File: src/rtl/bless_sw_traversal_if.sv
// ---------------------------------------------------------------------------
// bless_sw_traversal_if
//   Bundle of all non-clock/reset signals of the BLESS switch-traversal stage.
//
//   Inputs (driven by the allocator side, modport master):
//     flit_in_0..3   : flits of the four rank-ordered channels (0 = highest)
//     valid_in_0..3  : channel carries a flit
//     mc_0..3        : channel flit is multicast
//     ppv_0..3       : productive ports, bit0=N, bit1=E, bit2=S, bit3=W
//     allocPV_0..3   : ports granted to the channel by the allocator
//     stat_clr       : synchronous clear of statistics counters and error flags
//   Outputs (driven by the stage, modport slave):
//     flit_out_0..3  : registered flit on output link N/E/S/W
//     valid_out_0..3 : registered link valid
//     defl_out_0..3  : registered, link carries a deflected copy
//     cnt_fwd        : saturating count of copies sent on all links
//     cnt_defl       : saturating count of deflected copies sent
//     err_conflict   : sticky, two channels granted the same port
//     err_drop       : sticky, valid channel granted no port
//     err_mc_split   : sticky, unicast channel granted more than one port
//
//   Handshake: valid_in_*/valid_out_* are pure qualifiers. There is no ready
//   signal and no backpressure; a new input set is consumed every clock and
//   the corresponding outputs are valid exactly one clock later.
// ---------------------------------------------------------------------------
interface bless_sw_traversal_if #(
  parameter int FLIT_W = 64,
  parameter int CNT_W  = 16
);
  logic [FLIT_W-1:0] flit_in_0, flit_in_1, flit_in_2, flit_in_3;
  logic              valid_in_0, valid_in_1, valid_in_2, valid_in_3;
  logic              mc_0, mc_1, mc_2, mc_3;
  logic [3:0]        ppv_0, ppv_1, ppv_2, ppv_3;
  logic [3:0]        allocPV_0, allocPV_1, allocPV_2, allocPV_3;
  logic              stat_clr;

  logic [FLIT_W-1:0] flit_out_0, flit_out_1, flit_out_2, flit_out_3;
  logic              valid_out_0, valid_out_1, valid_out_2, valid_out_3;
  logic              defl_out_0, defl_out_1, defl_out_2, defl_out_3;
  logic [CNT_W-1:0]  cnt_fwd, cnt_defl;
  logic              err_conflict, err_drop, err_mc_split;

  modport slave (
    input  flit_in_0, flit_in_1, flit_in_2, flit_in_3,
    input  valid_in_0, valid_in_1, valid_in_2, valid_in_3,
    input  mc_0, mc_1, mc_2, mc_3,
    input  ppv_0, ppv_1, ppv_2, ppv_3,
    input  allocPV_0, allocPV_1, allocPV_2, allocPV_3,
    input  stat_clr,
    output flit_out_0, flit_out_1, flit_out_2, flit_out_3,
    output valid_out_0, valid_out_1, valid_out_2, valid_out_3,
    output defl_out_0, defl_out_1, defl_out_2, defl_out_3,
    output cnt_fwd, cnt_defl,
    output err_conflict, err_drop, err_mc_split
  );

  modport master (
    output flit_in_0, flit_in_1, flit_in_2, flit_in_3,
    output valid_in_0, valid_in_1, valid_in_2, valid_in_3,
    output mc_0, mc_1, mc_2, mc_3,
    output ppv_0, ppv_1, ppv_2, ppv_3,
    output allocPV_0, allocPV_1, allocPV_2, allocPV_3,
    output stat_clr,
    input  flit_out_0, flit_out_1, flit_out_2, flit_out_3,
    input  valid_out_0, valid_out_1, valid_out_2, valid_out_3,
    input  defl_out_0, defl_out_1, defl_out_2, defl_out_3,
    input  cnt_fwd, cnt_defl,
    input  err_conflict, err_drop, err_mc_split
  );
endinterface

File: src/rtl/bless_sw_traversal.sv
// ---------------------------------------------------------------------------
// bless_sw_traversal
//   Switch-traversal stage behind the BLESS multicast port allocator. Steers
//   and replicates the four rank-ordered channel flits through a 4x4 crossbar
//   onto the N/E/S/W links, bumps the deflection-count header field of copies
//   sent to a non-productive port, and registers the result (1 cycle latency).
//   Also keeps saturating copy/deflection counters and sticky error flags.
//
//   Ports:
//     clk   : stage clock
//     reset : asynchronous, active-low reset (all flops cleared, incl. flits)
//     bus   : bless_sw_traversal_if.slave, see the interface for signal list
//
//   FLIT_W / CNT_W must match the parameters of the connected interface.
// ---------------------------------------------------------------------------
module bless_sw_traversal #(
  parameter int FLIT_W   = 64,
  parameter int DEFL_LSB = 56,
  parameter int DEFL_W   = 4,
  parameter int CNT_W    = 16
) (
  input logic                 clk,
  input logic                 reset,
  bless_sw_traversal_if.slave bus
);

  localparam int NCH = 4;
  localparam int NP  = 4;
  localparam logic [DEFL_W-1:0]  DEFL_ONE = 1;
  localparam logic [NP-1:0]      PV_ONE   = 1;
  localparam logic [CNT_W+2:0]   CNT_SAT  = {3'b000, {CNT_W{1'b1}}};

  // Input views as arrays
  logic [FLIT_W-1:0] flit_in [NCH];
  logic [NCH-1:0]    valid_in;
  logic [NCH-1:0]    mc_in;
  logic [NP-1:0]     ppv_in   [NCH];
  logic [NP-1:0]     alloc_in [NCH];

  assign flit_in[0] = bus.flit_in_0;
  assign flit_in[1] = bus.flit_in_1;
  assign flit_in[2] = bus.flit_in_2;
  assign flit_in[3] = bus.flit_in_3;
  assign valid_in   = {bus.valid_in_3, bus.valid_in_2, bus.valid_in_1, bus.valid_in_0};
  assign mc_in      = {bus.mc_3, bus.mc_2, bus.mc_1, bus.mc_0};
  assign ppv_in[0]  = bus.ppv_0;
  assign ppv_in[1]  = bus.ppv_1;
  assign ppv_in[2]  = bus.ppv_2;
  assign ppv_in[3]  = bus.ppv_3;
  assign alloc_in[0] = bus.allocPV_0;
  assign alloc_in[1] = bus.allocPV_1;
  assign alloc_in[2] = bus.allocPV_2;
  assign alloc_in[3] = bus.allocPV_3;

  // Registered state
  logic [FLIT_W-1:0] flit_q [NP];
  logic [FLIT_W-1:0] flit_d [NP];
  logic [NP-1:0]     valid_q, valid_d;
  logic [NP-1:0]     defl_q, defl_d;
  logic [CNT_W-1:0]  cnt_fwd_q, cnt_fwd_d;
  logic [CNT_W-1:0]  cnt_defl_q, cnt_defl_d;
  logic              err_conflict_q, err_conflict_d;
  logic              err_drop_q, err_drop_d;
  logic              err_mc_split_q, err_mc_split_d;

  // claim[p][i]: effective channel i has been granted port p
  logic [NCH-1:0] claim [NP];

  always_comb begin
    for (int p = 0; p < NP; p++) begin
      for (int i = 0; i < NCH; i++) begin
        claim[p][i] = valid_in[i] & alloc_in[i][p];
      end
    end
  end

  // Crossbar. Scanning from the lowest rank upward lets the highest-ranked
  // (lowest-index) claimant overwrite everything below it.
  always_comb begin
    for (int p = 0; p < NP; p++) begin
      flit_d[p]  = flit_q[p];  // unused link holds its last flit
      valid_d[p] = 1'b0;
      defl_d[p]  = 1'b0;
      for (int i = NCH - 1; i >= 0; i--) begin
        if (claim[p][i]) begin
          valid_d[p] = 1'b1;
          defl_d[p]  = ~ppv_in[i][p];
          flit_d[p]  = flit_in[i];
          // Saturating bump of the deflection field on non-productive copies
          if (!ppv_in[i][p] && !(&flit_in[i][DEFL_LSB +: DEFL_W])) begin
            flit_d[p][DEFL_LSB +: DEFL_W] = flit_in[i][DEFL_LSB +: DEFL_W] + DEFL_ONE;
          end
        end
      end
    end
  end

  // Error detection for the current input set
  logic conflict_now, drop_now, split_now;

  always_comb begin
    conflict_now = 1'b0;
    drop_now     = 1'b0;
    split_now    = 1'b0;
    for (int p = 0; p < NP; p++) begin
      // More than one bit set: x & (x-1) clears the lowest set bit
      if ((claim[p] & (claim[p] - 4'd1)) != '0) conflict_now = 1'b1;
    end
    for (int i = 0; i < NCH; i++) begin
      if (valid_in[i] && (alloc_in[i] == '0)) drop_now = 1'b1;
      if (valid_in[i] && !mc_in[i] && ((alloc_in[i] & (alloc_in[i] - PV_ONE)) != '0)) begin
        split_now = 1'b1;
      end
    end
  end

  // Statistics: sum in CNT_W+3 bits so the add cannot wrap, then clamp
  logic [2:0]       n_fwd, n_defl;
  logic [CNT_W+2:0] fwd_sum, defl_sum;

  always_comb begin
    n_fwd  = 3'd0;
    n_defl = 3'd0;
    for (int p = 0; p < NP; p++) begin
      n_fwd  = n_fwd  + {2'b00, valid_d[p]};
      n_defl = n_defl + {2'b00, defl_d[p]};
    end
    fwd_sum  = {3'b000, cnt_fwd_q}  + {{CNT_W{1'b0}}, n_fwd};
    defl_sum = {3'b000, cnt_defl_q} + {{CNT_W{1'b0}}, n_defl};

    if (bus.stat_clr) begin
      // Clear takes priority over a same-cycle increment or error
      cnt_fwd_d      = '0;
      cnt_defl_d     = '0;
      err_conflict_d = 1'b0;
      err_drop_d     = 1'b0;
      err_mc_split_d = 1'b0;
    end else begin
      cnt_fwd_d      = (fwd_sum  > CNT_SAT) ? {CNT_W{1'b1}} : fwd_sum[CNT_W-1:0];
      cnt_defl_d     = (defl_sum > CNT_SAT) ? {CNT_W{1'b1}} : defl_sum[CNT_W-1:0];
      err_conflict_d = err_conflict_q | conflict_now;
      err_drop_d     = err_drop_q     | drop_now;
      err_mc_split_d = err_mc_split_q | split_now;
    end
  end

  // Datapath registers (not touched by stat_clr)
  always_ff @(posedge clk or negedge reset) begin
    if (!reset) begin
      for (int p = 0; p < NP; p++) begin
        flit_q[p] <= '0;
      end
      valid_q <= '0;
      defl_q  <= '0;
    end else begin
      for (int p = 0; p < NP; p++) begin
        flit_q[p] <= flit_d[p];
      end
      valid_q <= valid_d;
      defl_q  <= defl_d;
    end
  end

  // Statistics and error registers
  always_ff @(posedge clk or negedge reset) begin
    if (!reset) begin
      cnt_fwd_q      <= '0;
      cnt_defl_q     <= '0;
      err_conflict_q <= 1'b0;
      err_drop_q     <= 1'b0;
      err_mc_split_q <= 1'b0;
    end else begin
      cnt_fwd_q      <= cnt_fwd_d;
      cnt_defl_q     <= cnt_defl_d;
      err_conflict_q <= err_conflict_d;
      err_drop_q     <= err_drop_d;
      err_mc_split_q <= err_mc_split_d;
    end
  end

  assign bus.flit_out_0   = flit_q[0];
  assign bus.flit_out_1   = flit_q[1];
  assign bus.flit_out_2   = flit_q[2];
  assign bus.flit_out_3   = flit_q[3];
  assign bus.valid_out_0  = valid_q[0];
  assign bus.valid_out_1  = valid_q[1];
  assign bus.valid_out_2  = valid_q[2];
  assign bus.valid_out_3  = valid_q[3];
  assign bus.defl_out_0   = defl_q[0];
  assign bus.defl_out_1   = defl_q[1];
  assign bus.defl_out_2   = defl_q[2];
  assign bus.defl_out_3   = defl_q[3];
  assign bus.cnt_fwd      = cnt_fwd_q;
  assign bus.cnt_defl     = cnt_defl_q;
  assign bus.err_conflict = err_conflict_q;
  assign bus.err_drop     = err_drop_q;
  assign bus.err_mc_split = err_mc_split_q;

endmodule

File: src/flat_wrapper.sv
// flat-port wrapper written by rule: the top's interface ports become plain ports
module bless_sw_traversal_flat 
#(
  parameter int FLIT_W   = 64,
  parameter int DEFL_LSB = 56,
  parameter int DEFL_W   = 4,
  parameter int CNT_W    = 16
)
  (clk, reset, bus_flit_in_0, bus_flit_in_1, bus_flit_in_2, bus_flit_in_3, bus_valid_in_0, bus_valid_in_1, bus_valid_in_2, bus_valid_in_3, bus_mc_0, bus_mc_1, bus_mc_2, bus_mc_3, bus_ppv_0, bus_ppv_1, bus_ppv_2, bus_ppv_3, bus_allocPV_0, bus_allocPV_1, bus_allocPV_2, bus_allocPV_3, bus_stat_clr, bus_flit_out_0, bus_flit_out_1, bus_flit_out_2, bus_flit_out_3, bus_valid_out_0, bus_valid_out_1, bus_valid_out_2, bus_valid_out_3, bus_defl_out_0, bus_defl_out_1, bus_defl_out_2, bus_defl_out_3, bus_cnt_fwd, bus_cnt_defl, bus_err_conflict, bus_err_drop, bus_err_mc_split);
  bless_sw_traversal_if #(.FLIT_W(FLIT_W), .CNT_W(CNT_W)) bus_i ();
  input logic clk;
  input logic reset;
  input wire logic [$bits(bus_i.flit_in_0)-1:0] bus_flit_in_0;
  input wire logic [$bits(bus_i.flit_in_1)-1:0] bus_flit_in_1;
  input wire logic [$bits(bus_i.flit_in_2)-1:0] bus_flit_in_2;
  input wire logic [$bits(bus_i.flit_in_3)-1:0] bus_flit_in_3;
  input wire logic [$bits(bus_i.valid_in_0)-1:0] bus_valid_in_0;
  input wire logic [$bits(bus_i.valid_in_1)-1:0] bus_valid_in_1;
  input wire logic [$bits(bus_i.valid_in_2)-1:0] bus_valid_in_2;
  input wire logic [$bits(bus_i.valid_in_3)-1:0] bus_valid_in_3;
  input wire logic [$bits(bus_i.mc_0)-1:0] bus_mc_0;
  input wire logic [$bits(bus_i.mc_1)-1:0] bus_mc_1;
  input wire logic [$bits(bus_i.mc_2)-1:0] bus_mc_2;
  input wire logic [$bits(bus_i.mc_3)-1:0] bus_mc_3;
  input wire logic [$bits(bus_i.ppv_0)-1:0] bus_ppv_0;
  input wire logic [$bits(bus_i.ppv_1)-1:0] bus_ppv_1;
  input wire logic [$bits(bus_i.ppv_2)-1:0] bus_ppv_2;
  input wire logic [$bits(bus_i.ppv_3)-1:0] bus_ppv_3;
  input wire logic [$bits(bus_i.allocPV_0)-1:0] bus_allocPV_0;
  input wire logic [$bits(bus_i.allocPV_1)-1:0] bus_allocPV_1;
  input wire logic [$bits(bus_i.allocPV_2)-1:0] bus_allocPV_2;
  input wire logic [$bits(bus_i.allocPV_3)-1:0] bus_allocPV_3;
  input wire logic [$bits(bus_i.stat_clr)-1:0] bus_stat_clr;
  output wire logic [$bits(bus_i.flit_out_0)-1:0] bus_flit_out_0;
  output wire logic [$bits(bus_i.flit_out_1)-1:0] bus_flit_out_1;
  output wire logic [$bits(bus_i.flit_out_2)-1:0] bus_flit_out_2;
  output wire logic [$bits(bus_i.flit_out_3)-1:0] bus_flit_out_3;
  output wire logic [$bits(bus_i.valid_out_0)-1:0] bus_valid_out_0;
  output wire logic [$bits(bus_i.valid_out_1)-1:0] bus_valid_out_1;
  output wire logic [$bits(bus_i.valid_out_2)-1:0] bus_valid_out_2;
  output wire logic [$bits(bus_i.valid_out_3)-1:0] bus_valid_out_3;
  output wire logic [$bits(bus_i.defl_out_0)-1:0] bus_defl_out_0;
  output wire logic [$bits(bus_i.defl_out_1)-1:0] bus_defl_out_1;
  output wire logic [$bits(bus_i.defl_out_2)-1:0] bus_defl_out_2;
  output wire logic [$bits(bus_i.defl_out_3)-1:0] bus_defl_out_3;
  output wire logic [$bits(bus_i.cnt_fwd)-1:0] bus_cnt_fwd;
  output wire logic [$bits(bus_i.cnt_defl)-1:0] bus_cnt_defl;
  output wire logic [$bits(bus_i.err_conflict)-1:0] bus_err_conflict;
  output wire logic [$bits(bus_i.err_drop)-1:0] bus_err_drop;
  output wire logic [$bits(bus_i.err_mc_split)-1:0] bus_err_mc_split;
  assign bus_i.flit_in_0 = bus_flit_in_0;
  assign bus_i.flit_in_1 = bus_flit_in_1;
  assign bus_i.flit_in_2 = bus_flit_in_2;
  assign bus_i.flit_in_3 = bus_flit_in_3;
  assign bus_i.valid_in_0 = bus_valid_in_0;
  assign bus_i.valid_in_1 = bus_valid_in_1;
  assign bus_i.valid_in_2 = bus_valid_in_2;
  assign bus_i.valid_in_3 = bus_valid_in_3;
  assign bus_i.mc_0 = bus_mc_0;
  assign bus_i.mc_1 = bus_mc_1;
  assign bus_i.mc_2 = bus_mc_2;
  assign bus_i.mc_3 = bus_mc_3;
  assign bus_i.ppv_0 = bus_ppv_0;
  assign bus_i.ppv_1 = bus_ppv_1;
  assign bus_i.ppv_2 = bus_ppv_2;
  assign bus_i.ppv_3 = bus_ppv_3;
  assign bus_i.allocPV_0 = bus_allocPV_0;
  assign bus_i.allocPV_1 = bus_allocPV_1;
  assign bus_i.allocPV_2 = bus_allocPV_2;
  assign bus_i.allocPV_3 = bus_allocPV_3;
  assign bus_i.stat_clr = bus_stat_clr;
  assign bus_flit_out_0 = bus_i.flit_out_0;
  assign bus_flit_out_1 = bus_i.flit_out_1;
  assign bus_flit_out_2 = bus_i.flit_out_2;
  assign bus_flit_out_3 = bus_i.flit_out_3;
  assign bus_valid_out_0 = bus_i.valid_out_0;
  assign bus_valid_out_1 = bus_i.valid_out_1;
  assign bus_valid_out_2 = bus_i.valid_out_2;
  assign bus_valid_out_3 = bus_i.valid_out_3;
  assign bus_defl_out_0 = bus_i.defl_out_0;
  assign bus_defl_out_1 = bus_i.defl_out_1;
  assign bus_defl_out_2 = bus_i.defl_out_2;
  assign bus_defl_out_3 = bus_i.defl_out_3;
  assign bus_cnt_fwd = bus_i.cnt_fwd;
  assign bus_cnt_defl = bus_i.cnt_defl;
  assign bus_err_conflict = bus_i.err_conflict;
  assign bus_err_drop = bus_i.err_drop;
  assign bus_err_mc_split = bus_i.err_mc_split;
  bless_sw_traversal #(.FLIT_W(FLIT_W), .DEFL_LSB(DEFL_LSB), .DEFL_W(DEFL_W), .CNT_W(CNT_W)) u_core (.clk(clk), .reset(reset), .bus(bus_i));
endmodule
File: config.mk
export PLATFORM = sky130hd
export DESIGN_NAME = bless_sw_traversal_flat
export DESIGN_NICKNAME = d
export VERILOG_FILES = /design/src/rtl/bless_sw_traversal_if.sv /design/src/rtl/bless_sw_traversal.sv /design/src/flat_wrapper.sv
export SDC_FILE = /design/constraint.sdc
export NUM_CORES = 1
export LEC_CHECK = 0
export BUFFER_PORTS_ARGS = -buffer_cell sky130_fd_sc_hd__buf_2
export CAP_MARGIN = 20
export CORE_AREA = 2 2 233 235
export DETAILED_ROUTE_END_ITERATION = 8
export DIE_AREA = 0 0 235 237
export PLACE_DENSITY_LB_ADDON = 0.05
export SETUP_SLACK_MARGIN = 0.15
export SLEW_MARGIN = 40
export SYNTH_ARGS = -nofsm -noshare
export SYNTH_HDL_FRONTEND = slang
export SYNTH_SLANG_ARGS = --single-unit
File: constraint.sdc
create_clock -name clk -period 3.25 [get_ports clk]
set_clock_uncertainty 0.2 [all_clocks]
set_input_delay 0 -clock clk [delete_from_list [all_inputs] [get_ports clk]]
set_output_delay 0 -clock clk [all_outputs]
set_load 0.02 [all_outputs]
==> out/qor.yml, run 1 <==
synthesis:
  syn_avg_cell_area_um2: 9.238
  syn-num-nets: 2206
  ys_seq_area_share_pct: 42.88
  synth_area_um2: 17450
  yosys_register_bits: 299
  synth_top_cell_area_share_pct: 42.88
  synth_edf_count: 0
  yosysWarnings: 0
  synth_flop_cell: "dfrtp_1"
  syn_inst: 1889
  async_flop_share_pct: 100.0
  yosysTopAreaCell: "dfrtp_1"
  yosysUniqueCellTypes: 64
  netlist_top_cells_area: "dfrtp_1 (43%), o221ai_1 (12%), a22oi_1 (11%)"
route:
  wl_per_cell_um: 27.50
  avgViaCountPerCell: 6.112
  dr.pass1.iters: 8
  drtAntennaViolNets: 0
  wl_um: 102900
  route.detailed.drc: 0
  wl_met3_um: 10010
  drt-met1-wl_um: 39050
  vias: 22880
  wl_met2_um: 47550
  drt_iter0_markers: 2050
  top_layer: "met4"
cts:
  clock_path_buffers: 3
  cts_root_buf: "clkbuf_16"
  clk_latency_ns: 0.56
  cts.clk_slew.worst_paths_ns: 0.06
  cts_tree: "built"
  cts.sinks: 299
  htree_levels: 2
  cts_buffers: 39
pwr:
  p_sw_uw: 5077
  pwr-share-clk_pct: 32.1
  peakVddDrop_v: 0.0003914
  swShare_pct: 36.12
  power_frac_comb_pct: 35.2
  power_per_cell_area_nw_per_um2: 489.8
  pwr-share-seq_pct: 32.7
  p_int_uw: 8977
  p_leak_uw: 0.01233
sta:
  holdWs_ns: 0.04621
  slew_headroom_pct: 39.20
  fin_crit_sh_pct: 92.34
  finalHoldViolations: 0
  setup_viol: 0
  period_needed_ns: 3.001
  drv_slew: 0
  max_freq_ghz: 0.3332
  tightest_slew_ns: 0.9120
  rsz0062_at_grt: "yes"
job:
  max_cap_viol_count: 0
worst_hold_path:
  min_path_type: "input pin to register"
  whs_path_depth: 5
  hold_end: "u_core.bus.flit_out_1[2]"
  hold_start: "bus_valid_in_0"
finish:
  final_cell_mix: "buf_2 (593), dlygate4sd3_1 (580), dfrtp_1 (299)"
  fin_util_pct: 53.85
  finish.net_count: 3333
  drive_gt1_share_pct: 26.80
  fillCellCount: 5005
  layout_commonest_cell: "buf_2"
  syn2layout_area_growth_pct: 64.44
global_route:
  globalRouteOverflowTotal: 0
  grt_max_degree: 65
  grt_pass1_vias: 24020
  grt_antenna_before_repair: 2
  grt.total_usage_pct: 35.54
  grt_pass1_wl_um: 152000
critical_path:
  critPathKind: "input pin to register"
  reg2reg_depth: 7
  regToRegEndpoint: "u_core.bus.cnt_fwd[11]"
  critical_path.startpoint: "bus_flit_in_3[56]"
  worstSetupEndpointType: "register"
  worstPathMaxFanout: 9
  r2r_slack_ns: 0.91
  cp.required_ns: 3.49
  critPathLaunchType: "input pin"
  critical_path_arrival_ns: 3.24
  r2r_start: "u_core.bus.cnt_fwd[0]"
placed_design:
  dp_hpwl_um: 60260
  port_buffers: 597
  gp_congestion: 0.9272
floorplanning:
  die_h_um: 237
  fp.dieW_um: 235
  die_area_um2: 55700
  rows: 85
  coreArea_um2: 53280
  start_util_pct: 32.75
  io_pins: 598
run_status:
  outcome: "finished, final reports clean"
-- synth_stat cells (19+ instances only) --
cell / n
nand2_1: 35
a22oi_1: 247
nor2_1: 275
xnor2_1: 22
inv_1: 19
a31oi_1: 25
clkbuf_1: 111
mux2i_1: 39
buf_2: 58
dfrtp_1: 299
a21oi_1: 276
o221ai_1: 242
-- worst max path at each step --
stage / to
6_report: u_core.bus.flit_out_2[58]
5_1_grt: u_core.bus.cnt_defl[11]
4_1_cts: u_core.bus.cnt_defl[11]
3_5_place_dp: u_core.bus.cnt_fwd[11]
3_3_place_gp: u_core.bus.cnt_fwd[11]
2_1_floorplan: u_core.bus.cnt_fwd[10]
-- power groups by stage --
stage,Clock (uW),Sequential [uW],Combinational [uW]
after global placement,0,4640,3890
after CTS,4570,4590,4810
after global routing,4700,4650,5220
after detailed placement,0,4650,3900
after floorplan,0,5250,1440
final,4510,4600,4940
-- stage by stage --
step	setup slack (ns)	setup TNS, ns	total power [uW]	instances	area [um^2]
detailed placement	-0.2610	-5.023	8548	3088	21480
floorplan	-0.4086	-5.234	6689	1889	17600
global placement	-0.2075	-3.664	8525	3088	21450
CTS	0.1624	0	13970	3739	28610
global route	0.1256	0	14580	3743	28690
finish	0.2491	0	14050	3744	28700
-- state kept, by name, indices dropped and copies added, names as in the netlist --
signal,count
u_core.bus.flit_out_0,64
u_core.bus.flit_out_1,64
u_core.bus.flit_out_2,64
u_core.bus.flit_out_3,64
u_core.bus.cnt_defl,16
u_core.bus.cnt_fwd,16
u_core.defl_q,4
u_core.valid_q,4
u_core.bus.err_conflict,1
u_core.bus.err_drop,1
u_core.bus.err_mc_split,1
-- area by class of cell --
cell class | count | area, um^2 | area share [%]
Inverter | 22 | 90.09 | 0.3139
Multi-Input combinational cell | 1379 | 9259 | 32.27
Clock inverter | 8 | 108.9 | 0.3793
Clock buffer | 62 | 1194 | 4.160
Antenna cell | 3 | 7.507 | 0.02616
Sequential cell | 299 | 7482 | 26.07
Timing Repair Buffer | 1275 | 9683 | 33.74
Tap cell | 696 | 870.8 | 3.035
-- logic make-up after synthesis --
| logic type | Yosys count | synth area share [%] |
|---|---|---|
| AOI/OAI and AO/OA | 877 | 35.44 |
| xor gates and xnor gates | 32 | 1.606 |
| adders and majority gates | 22 | 1.692 |
| buffers and inverters | 211 | 5.528 |
| DFF | 299 | 42.88 |
| muxes | 49 | 2.882 |
| and+or+nand+nor | 399 | 9.974 |
-- timing repair --
item / CTS / global route
gates resized for setup: 0 / 12
setup buffers: 0 / 2
hold endpoints to repair: 591 / 0
setup endpoints to repair: 0 / 24
hold buffers: 581 / 0
-- critical path, cell delays in order --
cell           delay [ns]
dlygate4sd3_1        0.55
buf_2                0.22
ha_1                 0.34
nor2b_1              0.19
mux2_2               0.35
a221oi_1             0.32
dlygate4sd3_1        0.61
o41ai_1              0.07
dlygate4sd3_1        0.58
-- layer usage --
metal / up-vias / track usage, %
met5: - / 0
met4: 0 / 21.98
met3: 408 / 8.545
met2: 1538 / 57.02
met1: 11280 / 43.08
li1: 9662 / -
No activity file was read; power rests on OpenSTA's default activity.
==> run 2: changes to the inputs <==
--- a/config.mk
+++ b/config.mk
@@ -7,9 +7,9 @@
 export LEC_CHECK = 0
 export BUFFER_PORTS_ARGS = -buffer_cell sky130_fd_sc_hd__buf_2
 export CAP_MARGIN = 20
-export CORE_AREA = 2 2 233 235
+export CORE_AREA = 2 2 232 234
 export DETAILED_ROUTE_END_ITERATION = 8
-export DIE_AREA = 0 0 235 237
+export DIE_AREA = 0 0 234 236
 export PLACE_DENSITY_LB_ADDON = 0.05
 export SETUP_SLACK_MARGIN = 0.15
 export SLEW_MARGIN = 40
==> out/qor.yml, run 2 (same netlist as run 1, synthesis figures left out) <==
run_status:
  outcome: "finished, violations left"  # was finished, final reports clean
  violations: "negative hold slack"
cts:
  cts_tree: "built"  # unchanged
  cts_buffers: 39  # unchanged
  clock_path_buffers: 3  # unchanged
  clk_latency_ns: 0.55  # was 0.56 ns
  cts_root_buf: "clkbuf_16"  # unchanged
  cts.clk_slew.worst_paths_ns: 0.06  # about the same
  cts.sinks: 299  # unchanged
  htree_levels: 2  # unchanged
sta:
  finalHoldViolations: 1  # was 0
  slew_headroom_pct: 38.94  # was 39.20%
  setup_viol: 0  # unchanged
  layout_setup_ws_ns: 0.2214  # was 0.2491 ns
  period_needed_ns: 3.029  # was 3.001 ns
  totalNegativeSetupSlack_ns: 0  # unchanged
  rsz0062_at_grt: "yes"  # unchanged
  fin_crit_sh_pct: 93.19  # was 92.34%
  holdWs_ns: -0.02301  # was 0.04621 ns
  tightest_slew_ns: 0.9159  # was 0.9120 ns
  drv_slew: 0  # unchanged
  max_freq_ghz: 0.3302  # was 0.3332 GHz
placed_design:
  pre_cts_ws_ns: -0.2353  # was -0.2610 ns
  gp_congestion: 0.9022  # was 0.9272
  dp_hpwl_um: 59470  # was 60,260 um
  port_buffers: 597  # unchanged
  placed_area_um2: 21510  # was 21,480 um^2
route:
  wl_per_cell_um: 27.33  # was 27.50 um
  dr.pass1.iters: 5  # was 8
  wl_um: 102200  # was 102,900 um
  drtAntennaViolNets: 0  # unchanged
  route.detailed.drc: 0  # unchanged
  vias: 22650  # was 22,880
  avgViaCountPerCell: 6.055  # was 6.112
  drt_iter0_markers: 2241  # was 2,050
critical_path:
  critical_path_arrival_ns: 3.27  # was 3.24 ns
  r2r_start: "u_core.bus.cnt_fwd[0]"  # unchanged
  critPathKind: "input pin to register"  # unchanged
  critPathLaunchType: "input pin"  # unchanged
  regToRegEndpoint: "u_core.bus.cnt_fwd[11]"  # unchanged
  critical_path.startpoint: "bus_flit_in_0[57]"  # was bus_flit_in_3[56]
  worstPathMaxFanout: 9  # unchanged
  worstSetupEndpointType: "register"  # unchanged
  critPathCapture: "u_core.bus.flit_out_3[58]"  # was u_core.bus.flit_out_2[58]
  r2r_slack_ns: 0.90  # was 0.91 ns
  reg2reg_depth: 7  # unchanged
  cp.required_ns: 3.49  # about the same
finish:
  fillCellCount: 4961  # was 5,005
  multi_input_area_um2: 9260  # was 9259 um^2
  finish.net_count: 3324  # was 3,333
  regArea_um2: 7482  # unchanged
  final_cell_mix: "buf_2 (595), dlygate4sd3_1 (569), dfrtp_1 (299)"  # was buf_2 (593), dlygate4sd3_1 (580), dfrtp_1 (299)
  syn2layout_area_growth_pct: 63.63  # was 64.44%
  final_cell_area_um2: 28550  # was 28,700 um^2
  layout_commonest_cell: "buf_2"  # unchanged
  drive_gt1_share_pct: 26.80  # about the same
  fin_util_pct: 53.80  # was 53.85%
floorplanning:
  die_area_um2: 55220  # was 55,700 um^2
  fp.dieW_um: 234  # was 235 um
  rows: 85  # unchanged
  coreArea_um2: 53070  # was 53,280 um^2
  io_pins: 598  # unchanged
  start_util_pct: 32.88  # was 32.75%
  die_h_um: 236  # was 237 um
pwr:
  power_per_cell_area_nw_per_um2: 482.5  # was 489.8 nW/um^2
  peakVddDrop_v: 0.0003115  # was 0.0003914 V
  p_leak_uw: 0.01227  # was 0.01233 uW
global_route:
  grt_antenna_before_repair: 9  # was 2
  grt.total_usage_pct: 35.69  # was 35.54%
  grt_pass1_vias: 23760  # was 24,020
  grt_max_degree: 66  # was 65
  grt_pass1_wl_um: 149000  # was 152,000 um
  globalRouteOverflowTotal: 0  # unchanged
worst_hold_path:
  min_path_type: "input pin to register"  # unchanged
job:
  max_cap_viol_count: 0  # unchanged
run 2: layer usage:
metal	GRT usage [%]	up-vias	part of all wire, %
met3	8.825	357	10
li1	-	9640	-
met5	0	-	0.013
met4	17.66	2	5.0
met1	42.73	11140	37
met2	59.33	1508	48
run 2: final cells by class:
cell class / instances / area share, %
clock buffer: 61 / 4.062
multi-input combinational: 1379 / 32.43
timing repair buffer: 1266 / 33.66
antenna: 10 / 0.08764
tap: 696 / 3.050
sequential: 299 / 26.20
clock inverter: 7 / 0.1884
inverter: 22 / 0.3155
run 2: power by group:
group	switching [uW]	leakage (uW)	internal [uW]
registers	359	0.00360	4250
clock network	1790	0.000597	2450
logic	2880	0.00806	2050
total	5030	0.0123	8750
run 2: worst min path at each step:
stage / slack, ns / startpoint / cells after the start / end
after global placement: -0.20 / reset / 1 / u_core.bus.cnt_fwd[14]
after detailed placement: -0.20 / reset / 1 / u_core.bus.cnt_fwd[13]
after global routing: 0.03 / bus_flit_in_0[56] / 6 / u_core.bus.flit_out_1[57]
final: -0.02 / bus_flit_in_0[56] / 6 / u_core.bus.flit_out_1[57]
after floorplan: -0.50 / reset / 0 / u_core.bus.cnt_defl[0]
after CTS: 0.004 / bus_allocPV_1[1] / 5 / u_core.bus.flit_out_1[2]
run 2: stage by stage:
step / power (uW) / instances
after floorplan: 6689 / 1889
after global placement: 8522 / 3089
after detailed placement: 8554 / 3089
after CTS: 13710 / 3728
after global routing: 14330 / 3738
final: 13780 / 3740
run 2: what timing repair did:
item | 4_1_cts | 5_1_grt
hold buffers | 571 | 0
setup buffers | 0 | 2
resized for setup | 0 | 14
endpoints found under the setup margin | 0 | 25
endpoints found under the hold margin | 590 | 0
run 2: worst max-delay path: stages:
cell,delay (ns)
dlygate4sd3_1,0.55
buf_2,0.21
ha_4,0.20
nor2b_1,0.17
mux2i_1,0.20
dlygate4sd3_1,0.57
nor2_1,0.04
dlygate4sd3_1,0.56
a21oi_1,0.12
o41ai_1,0.08
dlygate4sd3_1,0.57
==> run 3: changes to the inputs <==
--- a/config.mk
+++ b/config.mk
@@ -10,7 +10,6 @@
 export CORE_AREA = 2 2 232 234
 export DETAILED_ROUTE_END_ITERATION = 8
 export DIE_AREA = 0 0 234 236
-export PLACE_DENSITY_LB_ADDON = 0.05
 export SETUP_SLACK_MARGIN = 0.15
 export SLEW_MARGIN = 40
 export SYNTH_ARGS = -nofsm -noshare
==> out/qor.yml, run 3 (same netlist as run 1, synthesis figures left out) <==
run_status:
  outcome: "finished, final reports clean"  # was finished, violations left
global_route:
  grt_pass1_wl_um: 150700  # was 149,000 um
  grt_pass1_vias: 24590  # was 23,760
  globalRouteOverflowTotal: 0  # unchanged
  grt.total_usage_pct: 35.85  # was 35.69%
  grt_max_degree: 76  # was 66
  grt_antenna_before_repair: 7  # was 9
critical_path:
  cp.required_ns: 3.51  # was 3.49 ns
  r2r_start: "u_core.bus.cnt_fwd[0]"  # unchanged
  worstPathMaxFanout: 40  # was 9
  regToRegEndpoint: "u_core.bus.cnt_fwd[11]"  # unchanged
  critPathLaunchType: "input pin"  # unchanged
  r2r_slack_ns: 0.95  # was 0.90 ns
  worstSetupEndpointType: "register"  # unchanged
  critPathKind: "input pin to register"  # unchanged
  critPathCapture: "u_core.bus.flit_out_2[33]"  # was u_core.bus.flit_out_3[58]
  critical_path_arrival_ns: 3.27  # about the same
  reg2reg_depth: 7  # unchanged
  critical_path.startpoint: "bus_valid_in_0"  # was bus_flit_in_0[57]
pwr:
  p_int_uw: 8855  # was 8748 uW
  power_uw: 14010  # was 13,780 uW
  power_per_cell_area_nw_per_um2: 489.0  # was 482.5 nW/um^2
  p_sw_uw: 5156  # was 5028 uW
  power_frac_comb_pct: 35.6  # was 35.8%
  swShare_pct: 36.80  # was 36.50%
  pwr-share-clk_pct: 31.5  # was 30.8%
  p_leak_uw: 0.01231  # was 0.01227 uW
  pwr-share-seq_pct: 32.9  # was 33.4%
  peakVddDrop_v: 0.0004472  # was 0.0003115 V
floorplanning:
  fp.dieW_um: 234  # unchanged
  die_h_um: 236  # unchanged
  coreArea_um2: 53070  # unchanged
  rows: 85  # unchanged
  die_area_um2: 55220  # unchanged
  start_util_pct: 32.88  # unchanged
  io_pins: 598  # unchanged
placed_design:
  port_buffers: 597  # unchanged
  dp_hpwl_um: 58950  # was 59,470 um
  gp_congestion: 0.9640  # was 0.9022
route:
  drtAntennaViolNets: 0  # unchanged
  avgViaCountPerCell: 6.391  # was 6.055
  wl_um: 102800  # was 102,200 um
  vias: 23880  # was 22,650
  drt_iter0_markers: 2804  # was 2,241
  wl_per_cell_um: 27.51  # was 27.33 um
  dr.pass1.iters: 8  # was 5
  route.detailed.drc: 0  # unchanged
finish:
  drive_gt1_share_pct: 27.04  # was 26.80%
  layout_commonest_cell: "buf_2"  # unchanged
  final_cell_mix: "buf_2 (595), dlygate4sd3_1 (571), dfrtp_1 (299)"  # was buf_2 (595), dlygate4sd3_1 (569), dfrtp_1 (299)
  fillCellCount: 4650  # was 4,961
  syn2layout_area_growth_pct: 64.20  # was 63.63%
  fin_util_pct: 53.99  # was 53.80%
  finish.net_count: 3323  # was 3,324
cts:
  cts_buffers: 38  # was 39
  clk_latency_ns: 0.56  # was 0.55 ns
  cts.sinks: 299  # unchanged
  clock_path_buffers: 3  # unchanged
  cts_root_buf: "clkbuf_16"  # unchanged
  cts.clk_slew.worst_paths_ns: 0.06  # about the same
  cts_tree: "built"  # unchanged
  htree_levels: 2  # unchanged
sta:
  period_needed_ns: 3.010  # was 3.029 ns
  setup_viol: 0  # unchanged
  slew_headroom_pct: 41.65  # was 38.94%
  rsz0062_at_grt: "yes"  # unchanged
  tightest_slew_ns: 0.8753  # was 0.9159 ns
  finalHoldViolations: 0  # was 1
  fin_crit_sh_pct: 92.60  # was 93.19%
  max_freq_ghz: 0.3323  # was 0.3302 GHz
  totalNegativeSetupSlack_ns: 0  # unchanged
  drv_slew: 0  # unchanged
job:
  max_cap_viol_count: 0  # unchanged
worst_hold_path:
  min_path_type: "input pin to register"  # unchanged
  whs_path_depth: 5  # was 6
[run 3: cell type report]
class | instances | area [um^2] | share of cell area, %
timing repair buffer | 1266 | 9641 | 33.64
multi-input combinational | 1379 | 9285 | 32.40
sequential | 299 | 7482 | 26.11
clock buffer | 59 | 1171 | 4.087
tap | 696 | 870.8 | 3.039
clock inverter | 8 | 93.84 | 0.3275
inverter | 22 | 90.09 | 0.3144
antenna | 8 | 20.02 | 0.06987
[run 3: stage by stage]
stage	instance area (um^2)	hold WS, ns	worst slack, ns	cells
5_1_grt	28650	0.02790	0.1028	3734
4_1_cts	28500	0.007180	0.1620	3725
3_5_place_dp	21500	-0.1288	-0.2037	3086
6_report	28650	0.04004	0.2404	3737
2_1_floorplan	17600	-0.4956	-0.4086	1889
3_3_place_gp	21460	-0.1352	-0.1523	3086
[run 3: critical path: stages]
cell and delay [ns]:
buf_2 0.09, buf_4 0.16, and2_4 0.17, buf_4 0.44
buf_6 0.53, nor2_4 0.12, buf_4 0.28, a22oi_1 0.18
dlygate4sd3_1 0.57, a21oi_1 0.06, dlygate4sd3_1 0.58
[run 3: how the worst min path moves through the flow]
| stage | startpoint | end |
|---|---|---|
| 2_1_floorplan | reset | u_core.bus.cnt_defl[0] |
| 4_1_cts | bus_allocPV_1[1] | u_core.bus.flit_out_1[62] |
| 3_3_place_gp | reset | u_core.valid_q[3] |
| 6_report | bus_flit_in_3[59] | u_core.bus.flit_out_1[59] |
| 5_1_grt | bus_allocPV_1[1] | u_core.bus.flit_out_1[23] |
| 3_5_place_dp | reset | u_core.bus.flit_out_0[7] |
[run 3: timing repair]
action | in CTS | in global routing
gates resized for setup | 0 | 15
hold buffers | 572 | 0
setup buffers | 0 | 3
hold endpoints to repair | 591 | 0
setup endpoints to repair | 0 | 33
[run 3: power groups by stage]
stage                     registers, uW  clock network [uW]  logic (uW)
final                              4600                4420        4990
after global routing               4650                4610        5230
after CTS                          4580                4440        4770
after detailed placement           4630                   0        3880
after global placement             4630                   0        3840
after floorplan                    5250                   0        1440
[run 3: metal layers]
layer	vias to the layer above	GRT usage, %	wire length (um)
met5	-	0	27
met4	4	23.36	7903
met3	686	10.54	13690
met2	2257	54.64	45280
met1	11300	43.87	35910
li1	9634	-	-
